[src/rtl/mem_pkg.sv]
// Shared encodings for mem_access_unit: access sizes, FSM states and default memory latency.
package mem_pkg;

   localparam logic [1:0] SZ_WORD = 2'b00;
   localparam logic [1:0] SZ_HALF = 2'b01;
   localparam logic [1:0] SZ_BYTE = 2'b10;
   localparam logic [1:0] SZ_RSVD = 2'b11;

   localparam logic [2:0] S_IDLE = 3'd0;
   localparam logic [2:0] S_RD   = 3'd1;
   localparam logic [2:0] S_WAIT = 3'd2;
   localparam logic [2:0] S_WR   = 3'd3;
   localparam logic [2:0] S_DONE = 3'd4;

   localparam int unsigned MEM_LAT_DEF = 2;

   // The reserved size code is an alias for a full word.
   function automatic logic [1:0] norm_size(input logic [1:0] sz);
      return (sz == SZ_RSVD) ? SZ_WORD : sz;
   endfunction

endpackage

[src/rtl/mem_access_unit_lane_mux.sv]
// lane_mux: big-endian byte-lane extract (load) and merge (store) for one 32-bit word.
module lane_mux
   import mem_pkg::*;
(
   input  logic [1:0]  size,
   input  logic [1:0]  off,
   input  logic [31:0] word,
   input  logic [31:0] wdata,
   output logic [31:0] ext,
   output logic [31:0] merged
);

   logic [4:0]  sh;
   logic [31:0] mask;

   // Offset 0 is the most significant lane, so the shift grows as the offset shrinks.
   always_comb begin
      sh   = 5'd0;
      mask = 32'hFFFF_FFFF;
      case (size)
         SZ_HALF: begin
            sh   = off[1] ? 5'd0 : 5'd16;
            mask = 32'h0000_FFFF;
         end
         SZ_BYTE: begin
            sh   = {~off, 3'b000};
            mask = 32'h0000_00FF;
         end
         default: ;
      endcase
   end

   assign ext    = (word >> sh) & mask;
   assign merged = (word & ~(mask << sh)) | ((wdata & mask) << sh);

endmodule

[src/rtl/mem_access_unit.sv]
// mem_access_unit: load/store responder for a fixed-latency big-endian word memory.
// Define MAU_ALIGN_CHECK_EN to flag misaligned accesses instead of force-aligning them.
module mem_access_unit
   import mem_pkg::*;
#(
   parameter int unsigned ADDR_W  = 32,
   parameter int unsigned MEM_LAT = MEM_LAT_DEF
) (
   input  logic              clk,
   input  logic              reset,
   input  logic              req,
   input  logic              MemCtrl,
   input  logic [1:0]        LSCtrl,
   input  logic [1:0]        SSCtrl,
   input  logic [ADDR_W-1:0] addr,
   input  logic [31:0]       wdata,
   output logic [31:0]       rdata,
   output logic              done,
   output logic              busy,
   output logic              align_err,
   output logic [ADDR_W-1:0] mem_addr,
   output logic              mem_re,
   output logic              mem_we,
   output logic [31:0]       mem_wdata,
   input  logic [31:0]       mem_rdata
);

   logic [2:0]        state, state_d;
   logic              is_wr;
   logic [1:0]        size_q;
   logic [ADDR_W-1:0] addr_q;
   logic [31:0]       wdata_q, word_q;
   logic [3:0]        cnt;
   logic [1:0]        req_size;
   logic [ADDR_W-1:0] acc_addr;
   logic [31:0]       lane_word, lane_ext, lane_merged;

   always_comb begin
      req_size = norm_size(MemCtrl ? SSCtrl : LSCtrl);
      acc_addr = addr;
      if (req_size == SZ_HALF) acc_addr[0] = 1'b0;
      if (req_size == SZ_WORD) acc_addr[1:0] = 2'b00;
   end

`ifdef MAU_ALIGN_CHECK_EN
   logic misaligned, err_q;
   assign misaligned = ((req_size == SZ_HALF) && addr[0]) ||
                       ((req_size == SZ_WORD) && (addr[1:0] != 2'b00));
   assign align_err  = (state == S_DONE) && err_q;

   always_ff @(posedge clk) begin
      if (reset) err_q <= 1'b0;
      else if (state == S_IDLE && req) err_q <= misaligned;
   end
`else
   assign align_err = 1'b0;
`endif

   always_comb begin
      state_d = state;
      case (state)
         S_IDLE: begin
            if (req) begin
               state_d = (MemCtrl && req_size == SZ_WORD) ? S_WR : S_RD;
`ifdef MAU_ALIGN_CHECK_EN
               if (misaligned) state_d = S_DONE;
`endif
            end
         end
         S_RD:    state_d = S_WAIT;
         S_WAIT:  if (cnt <= 4'd1) state_d = is_wr ? S_WR : S_DONE;
         S_WR:    state_d = S_DONE;
         S_DONE:  state_d = S_IDLE;
         default: state_d = S_IDLE;
      endcase
   end

   always_ff @(posedge clk) begin
      if (reset) begin
         state   <= S_IDLE;
         is_wr   <= 1'b0;
         size_q  <= SZ_WORD;
         addr_q  <= '0;
         wdata_q <= 32'h0;
         word_q  <= 32'h0;
         cnt     <= 4'd0;
         rdata   <= 32'h0;
      end else begin
         state <= state_d;
         if (state == S_IDLE && req) begin
            is_wr   <= MemCtrl;
            size_q  <= req_size;
            addr_q  <= acc_addr;
            wdata_q <= wdata;
         end
         if (state == S_RD) cnt <= 4'(MEM_LAT);
         if (state == S_WAIT) begin
            cnt <= cnt - 4'd1;
            if (cnt <= 4'd1) begin
               word_q <= mem_rdata;
               if (!is_wr) rdata <= lane_ext;
            end
         end
      end
   end

   // Extract sees the memory bus directly in WAIT; merge works on the captured word in WR.
   assign lane_word = (state == S_WAIT) ? mem_rdata : word_q;

   lane_mux u_lane_mux (
      .size   (size_q),
      .off    (addr_q[1:0]),
      .word   (lane_word),
      .wdata  (wdata_q),
      .ext    (lane_ext),
      .merged (lane_merged)
   );

   assign done      = (state == S_DONE);
   assign busy      = (state == S_RD) || (state == S_WAIT) || (state == S_WR);
   assign mem_re    = (state == S_RD) && !reset;
   assign mem_we    = (state == S_WR) && !reset;
   assign mem_addr  = {addr_q[ADDR_W-1:2], 2'b00};
   assign mem_wdata = (state == S_WR) ? lane_merged : 32'h0;

endmodule

[config.mk]
export PLATFORM = sky130hd
export DESIGN_NAME = mem_access_unit
export DESIGN_NICKNAME = d
export VERILOG_FILES = /design/src/rtl/mem_pkg.sv /design/src/rtl/mem_access_unit_lane_mux.sv /design/src/rtl/mem_access_unit.sv
export SDC_FILE = /design/constraint.sdc
export NUM_CORES = 1
export LEC_CHECK = 0
export ABC_AREA = 1
export CORE_MARGIN = 2
export CORE_UTILIZATION = 50
export DETAILED_ROUTE_END_ITERATION = 7
export PLACE_DENSITY = 0.89
export SLEW_MARGIN = 20
export SYNTH_ARGS = -nofsm -noshare
export SYNTH_HDL_FRONTEND = slang
export SYNTH_SLANG_ARGS = --single-unit
[constraint.sdc]
create_clock -name clk -period 4.7 [get_ports clk]
set_input_delay 0.47 -clock clk [delete_from_list [all_inputs] [get_ports clk]]
set_output_delay 0.47 -clock clk [all_outputs]
set_load 0.05 [all_outputs]
==> results of run 1 <==
-- how the worst min path moves through the flow --
stage	end	slack (ns)
final	word_q[5]$_SDFFE_PP0P_	0.45
after global routing	word_q[6]$_SDFFE_PP0P_	0.46
after CTS	word_q[7]$_SDFFE_PP0P_	0.45
after detailed placement	word_q[7]$_SDFFE_PP0P_	0.44
after global placement	word_q[7]$_SDFFE_PP0P_	0.43
after floorplan	word_q[0]$_SDFFE_PP0P_	0.42
-- kinds of logic after synthesis --
kind of cell,Yosys count,synth area share (%)
simple gates,497,29.47
compound gates,250,18.13
buf+inv,183,12.44
flops,138,38.68
fa+ha+maj,7,1.226
other cells,1,0.05251
-- layout make-up --
| type | count | area [um2] | area share, % |
|---|---|---|---|
| clock inverter | 8 | 47.55 | 0.5058 |
| clock buffer | 23 | 467.9 | 4.978 |
| sequential | 138 | 2763 | 29.39 |
| timing repair buffer | 212 | 2095 | 22.28 |
| tap | 180 | 225.2 | 2.396 |
| inverter | 81 | 304.0 | 3.234 |
| multi-input combinational | 757 | 3498 | 37.22 |
-- layer usage --
metal / up-vias / GRT usage, % / share of wire [%]
met5: - / 0 / 0
met4: 0 / 16.19 / 4.5
met3: 80 / 8.672 / 11
met2: 518 / 50.00 / 45
met1: 3516 / 38.99 / 39
li1: 3736 / - / -
-- worst reg2reg max path, cell delays in order (launching register included) --
cell,delay (ns)
dfxtp_1,0.33
inv_1,0.07
ha_1,0.21
nand2_1,0.29
buf_4,0.35
buf_4,0.35
nand2_1,0.32
inv_1,0.43
nand2_1,0.13
nand2_1,0.08
nor2_1,0.05
nor2_1,0.09
nor2_1,0.04
-- where the power goes --
part | total, mW | switching [mW] | internal [mW]
combinational | 3.00 | 2.16 | 0.841
sequential | 1.69 | 0.188 | 1.50
clock | 1.19 | 0.499 | 0.693
-- cells in the final DEF (no fill, tap or decap) --
master | synthesis | routed
nand2_1 | 228 | 228
clkdlybuf4s50_1 | 0 | 201
nor2_1 | 162 | 162
dfxtp_1 | 138 | 138
o21ai_0 | 115 | 115
a21oi_1 | 104 | 104
inv_1 | 76 | 75
nand3_1 | 67 | 67
nand4_1 | 24 | 24
clkbuf_16 | 0 | 17
buf_4 | 34 | 11
a31oi_1 | 9 | 9
o21ai_1 | 8 | 8
nand2_2 | 7 | 7
a22oi_1 | 7 | 7
ha_1 | 7 | 7
inv_2 | 5 | 6
clkinv_2 | 0 | 5
a211oi_1 | 4 | 4
clkbuf_1 | 34 | 4
conb_1 | 1 | 3
clkinvlp_4 | 0 | 3
nor2_4 | 2 | 2
nor3_1 | 2 | 2
o22ai_1 | 2 | 2
nor2_8 | 2 | 2
clkbuf_8 | 0 | 2
nand3_4 | 1 | 1
nand2_4 | 1 | 1
nand3_2 | 1 | 1
o21bai_1 | 1 | 1
-- registers in the layout (all words and copies together) (netlist names) --
name and count:
wdata_q 32, addr_q 32, cnt 4, rdata 32, size_q 2, is_wr 1
word_q 32, state 3
==> metrics.cfg, run 1 <==
[synthesis]
synth_edf_count = 0
synth.most_common_cell = nand2_1
ys_ff_latch = 138
synth_top_area_share_pct = 38.68
synth_common_cells = nand2_1 (228), nor2_1 (162), dfxtp_1 (138), o21ai_0 (115), a21oi_1 (104)
avgSynthCellArea_um2 = 6.637
netlist_top_cells_area = dfxtp_1 (39%), nand2_1 (12%), nor2_1 (8.5%)
syn_inst = 1076
synthArstFlopShare_pct = 0
yosysTopAreaCell = dfxtp_1
synthFlopType = dfxtp_1
yosysSeqAreaShare_pct = 38.68
synth_cell_types = 29
ys_warn_count = 0
syn_area_mm2 = 0.007142

[cts]
root_buffer = clkbuf_16
clk_latency_ns = 0.42
path_clk_slew_ns = 0.06
cts.path.max_buffers = 2
cts_tree = done
postCtsSetupRepairBufs = 0
cts-resized-gates = 0
cts_buffers = 17
cts_hold_buf = 0
cts_sinks = 138
htreeDepth = 4

[critical_path]
cp.buffers_inverters = 5
end_kind = primary output
required_ns = 4.23
r2r_slack_ns = 1.85
crit_chain = inv_1 > ha_1 > inv_2 > nand3_1 > buf_4 > inv_1 > nand2_1 > nand4_1 > a31oi_1 > clkdlybuf4s50_1
crit_top_cell = inv_1
critPathTopFamily = buffers and inverters
worstRegToRegCells = 12
reg2reg_from = size_q[0]$_SDFFE_PP0P_
cp-start-kind = flop
path_max_fanout = 23
crit_path_start = size_q[0]$_SDFFE_PP0P_
cp.arrival_ns = 3.63
worst_r2r_endpoint = rdata[15]$_SDFFE_PP0P_
cpMaxStageDelayCell = clkdlybuf4s50_1
cp_slowest_stage_delay_ns = 0.76
worstSetupPathType = flop to primary output
worstSetupEndpoint = mem_wdata[24]
worstSetupPathDepth = 10

[timing]
hold_violations = 0
rsz0062_at_grt = no
setup_tns_ns = 0
period_share_pct = 87.33
holdWs_ns = 0.4511
setup_violations = 0
max_slew_margin_pct = 32.03
finalClockSkew_ns = 0.006519
drv_slew = 0
max_slew.worst_pin.slew_ns = 1.018
fmax_mhz = 243.6
setup_ws_ns = 0.5956
min_period_ns = 4.104

[pwr]
p_leak_nw = 3.779
peakVddDrop_v = 0.0003943
p_total_mw = 5.885
p_per_area_mw_per_mm2 = 626.0

[place]
io_buffers = 201
dpl.hpwl_um = 17650
gp_congestion = 1.017
place_inst = 1368
placed_area_mm2 = 0.008885
pre_cts_ws_ns = 1.044

[global_route]
grt_pass1_vias = 7201
overflow = 0
gr-usage-all-layers_pct = 31.48
grt_max_degree = 62
antenna_found_initial = 0
grt_pass1_wl_um = 36800

[drt]
drtPass1Iterations = 5
drc = 0
ant_nets = 0
routed_wirelength_um = 23930
vias = 7850
wl_per_cell_um = 17.11
via_per_inst = 5.611
drt_iter0_markers = 849

[die]
initial_core_util_pct = 51.25
core_area_mm2 = 0.01393
die_w_um = 123.5
die_area_mm2 = 0.01526
ios = 205
die_h_um = 123.5
num_rows = 43

[status]
outcome = finished, final reports clean

[min_path]
whs_path_depth = 2
min_from = word_q[5]$_SDFFE_PP0P_
min_path_type = flop to flop

[final_layout]
postLayoutCoreUtil_pct = 67.46
final_layout_size_suffix_gt1_share_pct = 4.758
fin_nets = 1318
synthToLayoutAreaGrowth_pct = 31.62
diodes = 0
stdcell_count = 1399
fill_cells = 1215
fin_area_mm2 = 0.009400

[run]
drv_cap = 0

Note: power is estimated with default switching activity, not from simulation.
==> run 2: changes to the inputs <==
Settings changed: TNS_END_PERCENT set to 10.
==> results of run 2 <==
Same layout as run 1: the final DEF is identical, and so are final timing and power.
